===== src/rtl/reg_list_sequencer.sv =====
// Multi-register transfer engine (LDM/STM style).
// Walks a 16-bit register list in ascending order and issues one memory beat
// per listed register. It then optionally writes the updated base register back.
module reg_list_sequencer #(
    parameter int ADDR_W = 32,
    parameter int DATA_W = 32
) (
    input  logic              clk,
    input  logic              rst,
    input  logic              start,
    input  logic              is_load,
    input  logic              up,
    input  logic              pre,
    input  logic              writeback,
    input  logic [3:0]        base_reg,
    input  logic [ADDR_W-1:0] base_addr,
    input  logic [15:0]       reg_list,
    input  logic              mem_ready,
    input  logic [DATA_W-1:0] mem_rdata,
    input  logic [DATA_W-1:0] r_data_a,
    output logic              busy,
    output logic              done,
    output logic              mem_req,
    output logic              mem_we,
    output logic [ADDR_W-1:0] mem_addr,
    output logic [DATA_W-1:0] mem_wdata,
    output logic [3:0]        r_addr_a,
    output logic [3:0]        w_addr,
    output logic [DATA_W-1:0] w_data,
    output logic              write_reg,
    output logic              write_pc,
    output logic [DATA_W-1:0] pc_data
);

    typedef enum logic [2:0] {
        S_IDLE,
        S_SETUP,
        S_XFER,
        S_WB,
        S_DONE
    } state_t;

    state_t state, next_state;

    logic              is_load_q;
    logic              up_q;
    logic              pre_q;
    logic              wb_q;
    logic              wb_en_q;
    logic [3:0]        base_reg_q;
    logic [ADDR_W-1:0] base_q;
    logic [15:0]       list_q;
    logic [ADDR_W-1:0] addr_q;
    logic [ADDR_W-1:0] final_q;

    logic [4:0]        cnt;
    logic [ADDR_W-1:0] span;
    logic [ADDR_W-1:0] start_addr;
    logic [ADDR_W-1:0] final_addr;
    logic [3:0]        cur_reg;
    logic [15:0]       list_next;

    // Count the listed registers and derive first-beat and final base addresses
    always_comb begin
        cnt = '0;
        for (int i = 0; i < 16; i++) begin
            cnt = cnt + 5'(list_q[i]);
        end
        span = ADDR_W'({cnt, 2'b00});
        if (up_q) begin
            start_addr = pre_q ? (base_q + ADDR_W'(4)) : base_q;
            final_addr = base_q + span;
        end else begin
            start_addr = pre_q ? (base_q - span) : (base_q - span + ADDR_W'(4));
            final_addr = base_q - span;
        end
    end

    // Pick the lowest remaining register and the list left after serving it
    always_comb begin
        cur_reg = '0;
        for (int i = 15; i >= 0; i--) begin
            if (list_q[i]) begin
                cur_reg = 4'(i);
            end
        end
        list_next = list_q & ~(16'b1 << cur_reg);
    end

    // State register
    always_ff @(posedge clk or negedge rst) begin
        if (!rst) begin
            state <= S_IDLE;
        end else begin
            state <= next_state;
        end
    end

    // Latch the request, then track the remaining list and the beat address
    always_ff @(posedge clk or negedge rst) begin
        if (!rst) begin
            is_load_q  <= 1'b0;
            up_q       <= 1'b0;
            pre_q      <= 1'b0;
            wb_q       <= 1'b0;
            wb_en_q    <= 1'b0;
            base_reg_q <= '0;
            base_q     <= '0;
            list_q     <= '0;
            addr_q     <= '0;
            final_q    <= '0;
        end else begin
            case (state)
                S_IDLE: begin
                    if (start) begin
                        is_load_q  <= is_load;
                        up_q       <= up;
                        pre_q      <= pre;
                        wb_q       <= writeback;
                        wb_en_q    <= writeback && !(is_load && reg_list[base_reg])
                                      && (base_reg != 4'hF);
                        base_reg_q <= base_reg;
                        base_q     <= base_addr;
                        list_q     <= reg_list;
                    end
                end
                S_SETUP: begin
                    addr_q  <= start_addr;
                    final_q <= final_addr;
                end
                S_XFER: begin
                    if (mem_ready) begin
                        list_q <= list_next;
                        addr_q <= addr_q + ADDR_W'(4);
                    end
                end
                default: ;
            endcase
        end
    end

    // Next-state and output decode; every strobe is low unless its state drives it
    always_comb begin
        next_state = state;
        busy       = 1'b0;
        done       = 1'b0;
        mem_req    = 1'b0;
        mem_we     = 1'b0;
        mem_addr   = '0;
        mem_wdata  = '0;
        r_addr_a   = '0;
        w_addr     = '0;
        w_data     = '0;
        write_reg  = 1'b0;
        write_pc   = 1'b0;
        pc_data    = '0;
        case (state)
            S_IDLE: begin
                if (start) begin
                    next_state = S_SETUP;
                end
            end
            S_SETUP: begin
                busy       = 1'b1;
                next_state = (cnt == 5'd0) ? S_DONE : S_XFER;
            end
            S_XFER: begin
                busy     = 1'b1;
                mem_req  = 1'b1;
                mem_we   = !is_load_q;
                mem_addr = addr_q;
                if (!is_load_q) begin
                    r_addr_a  = cur_reg;
                    mem_wdata = r_data_a;
                end else if (mem_ready) begin
                    if (cur_reg == 4'hF) begin
                        write_pc = 1'b1;
                        pc_data  = mem_rdata;
                    end else begin
                        write_reg = 1'b1;
                        w_addr    = cur_reg;
                        w_data    = mem_rdata;
                    end
                end
                if (mem_ready && (list_next == 16'h0000)) begin
                    next_state = wb_q ? S_WB : S_DONE;
                end
            end
            S_WB: begin
                busy       = 1'b1;
                write_reg  = wb_en_q;
                w_addr     = base_reg_q;
                w_data     = DATA_W'(final_q);
                next_state = S_DONE;
            end
            S_DONE: begin
                done       = 1'b1;
                next_state = S_IDLE;
            end
            default: next_state = S_IDLE;
        endcase
    end

endmodule


===== config.mk =====
export PLATFORM = sky130hd
export DESIGN_NAME = reg_list_sequencer
export DESIGN_NICKNAME = d
export VERILOG_FILES = /design/src/rtl/reg_list_sequencer.sv
export SDC_FILE = /design/constraint.sdc
export NUM_CORES = 1
export LEC_CHECK = 0
export ABC_AREA = 1
export BUFFER_PORTS_ARGS = -buffer_cell sky130_fd_sc_hd__buf_2
export CORE_ASPECT_RATIO = 1.25
export CORE_UTILIZATION = 45
export DETAILED_ROUTE_END_ITERATION = 7
export PLACE_DENSITY = 0.81
export RECOVER_POWER = 100
export SYNTH_ARGS = -nofsm -noshare
export SYNTH_HDL_FRONTEND = slang
export SYNTH_SLANG_ARGS = --single-unit

===== constraint.sdc =====
create_clock -name clk -period 17.05 [get_ports clk]
set_input_delay 0.8525 -clock clk [delete_from_list [all_inputs] [get_ports clk]]
set_output_delay 0.8525 -clock clk [all_outputs]
set_load 0.005 [all_outputs]

==> flow_summary.ini, run 1 <==
[status]
outcome = finished, violations left
violations = max-capacitance violations, max-slew violations

[global_route]
grt_pass1_wl_um = 64600
grt_max_degree = 91
track_usage = 0.335
grt_pass1_vias = 11900
overflow = 0
antenna_found_initial = 1

[detailed_routing]
detail-route-antenna-nets = 0
highest_layer = met5
met3_length_um = 3510
routed_wl_um = 42900
drt-met1-wl_um = 17800
via_per_inst = 5.55
met2_length_um = 19800
wire_per_inst_um = 18.3
drcViolationCount = 0
drt-pass1-iter-count = 7
vias = 13000
drt-initial-drc-count = 1169

[cts]
ctsLongestPathBuffers = 2
root_buffer = clkbuf_16
cts_hold_buffers = 0
clk_latency_ns = 0.44
clkSinkCount = 124
cts_buffers = 17
cts_setup_buffers = 0
cts_tree = yes
htree_levels = 4
clkTransAtPathRegs_ns = 0.07
cts-resized-gates = 0

[floorplan]
ios = 266
core_area_um2 = 24400
chipHeight_um = 178
initial_utilization = 0.458
die_w_um = 143
num_rows = 64
die_area_um2 = 25500

[sta]
whs_ns = 0.481
finalHoldViolCount = 0
setup-tns-final_ns = 0
rsz0062_at_grt = no
max_freq_ghz = 0.144
final-setup-viol-count = 0
clock_skew_ns = 0.0131
finalMaxSlewViolations = 431
max_slew_margin = -1.68
tightest_slew_ns = 4.01
finalCritPeriodShare = 0.407
period_minus_slack_ns = 6.94

[finish]
num_antenna_cells = 0
syn2layout_area_growth_pct = 16.2
fin_nets = 2157
layout-drive-gt1-share = 0.100
fillers = 2529
multiInputGateArea_um2 = 6560
seqCellArea_um2 = 3100

[worst_hold_path]
hold_path.class = flip-flop to flip-flop

[synth]
synth_edf_count = 0
synthFlopType = dfrtp_1
yosysTopAreaCellShare = 0.278
synth-seq-cells = 124
syn_nets = 1943
yosys.area.top_type = dfrtp_1
syn_area_um2 = 11200
synth_async_sr_flop_share = 1.00
synthTopCellsByArea = dfrtp_1 28%, nand2_1 12%, nor2_1 9.5%
synth_cell_types = 50
syn_area_per_cell_um2 = 6.25
ys_seq_area_frac = 0.278
yosysWarnings = 0
netlist_instances = 1788

[worst_setup_path]
path_class = flip-flop to flip-flop
rr_worst_depth = 34
cp_slowest_stage_delay_ns = 0.57
rrSetupSlack_ns = 10.11
crit_end = addr_q[19]$_DFFE_PN0P_
worstPathRequired_ns = 17.34
crit_slowest_cell = fa_1
critical_path_peak_fanout = 6
critPathLaunchType = flip-flop
r2r-start = list_q[5]$_DFFE_PN0P_
crit_path_end_kind = flip-flop
r2r-end = addr_q[19]$_DFFE_PN0P_
cp.arrival_ns = 7.23
crit_start = list_q[5]$_DFFE_PN0P_

[run]
drv_cap = 7

[placement]
port_buffers = 265
gp_congestion = 1.01
place_hpwl_um = 32900
[area by class of cell]
cell class                      instances  area share
Sequential cell                       124       0.239
Clock buffer                           17      0.0328
Timing Repair Buffer                  277      0.0945
Tap cell                              330      0.0318
Inverter                              287      0.0831
Clock inverter                         15      0.0136
Multi-Input combinational cell       1295       0.505
[critical path, delay by kind of cell, from the launching register on]
kind	cells	cell delay (ns)
and+or+nand+nor	15	2.27
AOI/OAI and AO/OA	3	0.53
xor gates and xnor gates	1	0.21
buffers and inverters	8	0.58
adders and majority gates	7	2.85
DFF	1	0.36
[per-stage QoR]
stage,utilization,setup slack [ns],area (µm²),cells
final,0.532,10.11,13000,2345
after global routing,0.532,9.65,13000,2345
after CTS,0.544,10.86,13300,2345
after detailed placement,0.519,10.89,12700,2313
after global placement,0.519,10.91,12700,2313
after floorplan,-,11.65,11200,1788
[cells in the final DEF (no fill, tap or decap), drive strengths merged, types with 2 or more instances in the layout]
cell type,instances
clkbuf,161
dfrtp,124
nor3,42
clkinv,5
o311ai,2
o22ai,55
or2,4
xor2,53
o31ai,4
nand3,95
a22oi,7
nand4,37
a31oi,15
a21oi,69
nor4,13
inv,293
nand2,359
o221ai,3
nor2,296
clkinvlp,2
a211oi,2
fa,12
a32oi,3
o21ai,179
buf,133
ha,19
o211ai,20
bufinv,2
[sequential cells by signal, summed over array words and instances, names as in the netlist, 3 cells and up]
register,flops
final_q,32
base_q,32
base_reg_q,4
addr_q,32
list_q,16
state,3
[cells in the mapped netlist, types with 7 or more instances]
| cell | number |
|---|---|
| a21oi_1 | 68 |
| a31oi_1 | 15 |
| buf_1 | 12 |
| buf_2 | 11 |
| clkbuf_1 | 57 |
| dfrtp_1 | 124 |
| fa_1 | 12 |
| ha_1 | 19 |
| inv_1 | 276 |
| inv_2 | 10 |
| nand2_1 | 350 |
| nand2_2 | 7 |
| nand3_1 | 95 |
| nand4_1 | 35 |
| nor2_1 | 282 |
| nor2_2 | 9 |
| nor3_1 | 39 |
| nor4_1 | 13 |
| o211ai_1 | 20 |
| o21ai_0 | 169 |
| o21ai_1 | 9 |
| o22ai_1 | 55 |
| xor2_1 | 49 |
[how the worst min path moves through the flow]
stage / cells after the start / start / end
5_1_grt: 2 / base_q[1]$_DFFE_PN0P_ / base_q[1]$_DFFE_PN0P_
3_5_place_dp: 2 / base_q[0]$_DFFE_PN0P_ / base_q[0]$_DFFE_PN0P_
3_3_place_gp: 2 / base_q[1]$_DFFE_PN0P_ / base_q[1]$_DFFE_PN0P_
6_report: 2 / base_q[0]$_DFFE_PN0P_ / base_q[0]$_DFFE_PN0P_
4_1_cts: 2 / base_q[0]$_DFFE_PN0P_ / base_q[0]$_DFFE_PN0P_
2_1_floorplan: 2 / base_reg_q[2]$_DFFE_PN0P_ / base_reg_q[2]$_DFFE_PN0P_
[metal layers]
metal | up-vias | track usage
li1 | 6207 | -
met1 | 6020 | 0.441
met2 | 665 | 0.539
met3 | 114 | 0.0564
met4 | 2 | 0.144
met5 | - | 0
[logic make-up after synthesis]
kind of cell    share of synthesized area
flops                               0.278
compound gates                      0.183
xor+xnor                           0.0450
fa+ha+maj                          0.0428
simple gates                        0.325
buf+inv                             0.126
Power of run 1 is not shown: default switching activity piles up to over one toggle a cycle in this logic, so the estimate is an artifact.
==> inputs of run 2 (changes only) <==
clock period = 7.22 ns   (was 17.05 ns; I/O delays follow)
==> flow_summary.ini, run 2 (same netlist as run 1, synthesis figures left out) <==
[cts]
htree_levels = 4
clk_latency_ns = 0.45
cts_hold_buffers = 0
cts-resized-gates = 0
ctsLongestPathBuffers = 2
cts_buffers = 17
clkTransAtPathRegs_ns = 0.07
clkSinkCount = 124
cts_tree = yes
root_buffer = clkbuf_16
cts_setup_buffers = 0

[placement]
post-place-cells = 2314
port_buffers = 265
place_hpwl_um = 32900
gp_congestion = 0.998

[sta]
max_freq_ghz = 0.152
rsz0062_at_grt = no
finalHoldViolCount = 0
final-setup-viol-count = 0
finalMaxSlewViolations = 410
max_slew_margin = -1.11
period_minus_slack_ns = 6.58
whs_ns = 0.126
clock_skew_ns = 0.0117
setup-tns-final_ns = 0
tightest_slew_ns = 3.17
finalCritPeriodShare = 0.912

[finish]
syn2layout_area_growth_pct = 16.5
num_antenna_cells = 0
layout-drive-gt1-share = 0.102
fillers = 2550
fin_nets = 2158
top_regs = addr_q x32, base_q x32, final_q x32
layout_commonest_cell = nand2_1
most-common-layout-cells = 354 x nand2_1, 284 x nor2_1, 279 x inv_1, 170 x o21ai_0, 140 x clkbuf_1
stdcell_count = 2346

[floorplan]
die_w_um = 143
num_rows = 64
initial_utilization = 0.458
ios = 266
chipHeight_um = 178
die_area_um2 = 25500
core_area_um2 = 24400

[worst_hold_path]
hold_start = base_addr[30]
hold_path.class = primary input to flip-flop
whs_path_depth = 3

[detailed_routing]
vias = 13000
via_per_inst = 5.55
drt-pass1-iter-count = 6
routed_wl_um = 42700
drt-initial-drc-count = 1319
detail-route-antenna-nets = 0
drcViolationCount = 0
wire_per_inst_um = 18.2

[global_route]
antenna_found_initial = 0
overflow = 0
grt_pass1_wl_um = 64100
grt_max_degree = 77
track_usage = 0.334
grt_pass1_vias = 11600

[worst_setup_path]
rrSetupSlack_ns = 0.64
r2r-start = list_q[5]$_DFFE_PN0P_
critical_path_peak_fanout = 6
crit_path_end_kind = flip-flop
critPathLaunchType = flip-flop
worstPathRequired_ns = 7.58
path_class = flip-flop to flip-flop
cp.arrival_ns = 6.94
crit_start = list_q[5]$_DFFE_PN0P_
cp_slowest_stage_delay_ns = 0.56
crit_slowest_cell = fa_1
rr_worst_depth = 34

[status]
violations = max-capacitance violations, max-slew violations
outcome = finished, violations left

[run]
drv_cap = 9
==> run 2: cell types whose count changed in the layout (fill, tap and decap cells not counted), moves of 2 or more <==
cell        previous run  this run
inv_6                  6         4
xor2_2                 2         4
inv_8                  3         7
o21ai_1                5         8
o21ai_0              173       170
nor2_1               289       284
clkbuf_2               8         5
xor2_1                51        49
clkinvlp_4             1         3
nor2_2                 5         7
bufinv_16              2         0
clkbuf_1             136       140
nor2_4                 2         4
==> run 2: worst paths after layout <==
check / to
max reg2reg: addr_q[21]$_DFFE_PN0P_
min: base_q[30]$_DFFE_PN0P_
min reg2reg: base_q[1]$_DFFE_PN0P_
min in group asynchronous: wb_en_q$_DFFE_PN0P_
max: addr_q[21]$_DFFE_PN0P_
max in group asynchronous: base_q[17]$_DFFE_PN0P_
==> run 2: critical path, delay by kind of cell (launching register included) <==
family | cells | cell delay (ns)
AND/OR/NAND/NOR | 15 | 1.77
adder cells (fa/ha/maj) | 7 | 2.86
XOR/XNOR | 1 | 0.16
buffers and inverters | 9 | 0.78
AO/OA/AOI/OAI | 2 | 0.57
flip-flops | 1 | 0.36
==> run 2: final cells by class <==
cell class,instances,area (µm²),area share
multi-input cells,1295,6620,0.509
flip-flops and latches,124,3100,0.238
repair buffers,278,1230,0.0946
inverters,287,1080,0.0828
clock buffers,17,425,0.0327
well taps,330,413,0.0317
clock inverters,15,145,0.0111
==> run 2: layer usage <==
layer,GRT usage,part of all wire,up-vias
met2,0.529,0.45,645
met1,0.456,0.43,6032
met5,0,0,-
li1,-,-,6234
met3,0.0408,0.078,102
met4,0.149,0.042,0
==> run 2: metrics by stage <==
stage,area [µm²],setup WS [ns],util
global placement,12700,1.07,0.520
global route,13000,0.160,0.533
floorplan,11200,1.82,-
CTS,13300,0.993,0.543
detailed placement,12700,1.03,0.520
finish,13000,0.638,0.533
Power of run 2 is left out for the same reason.
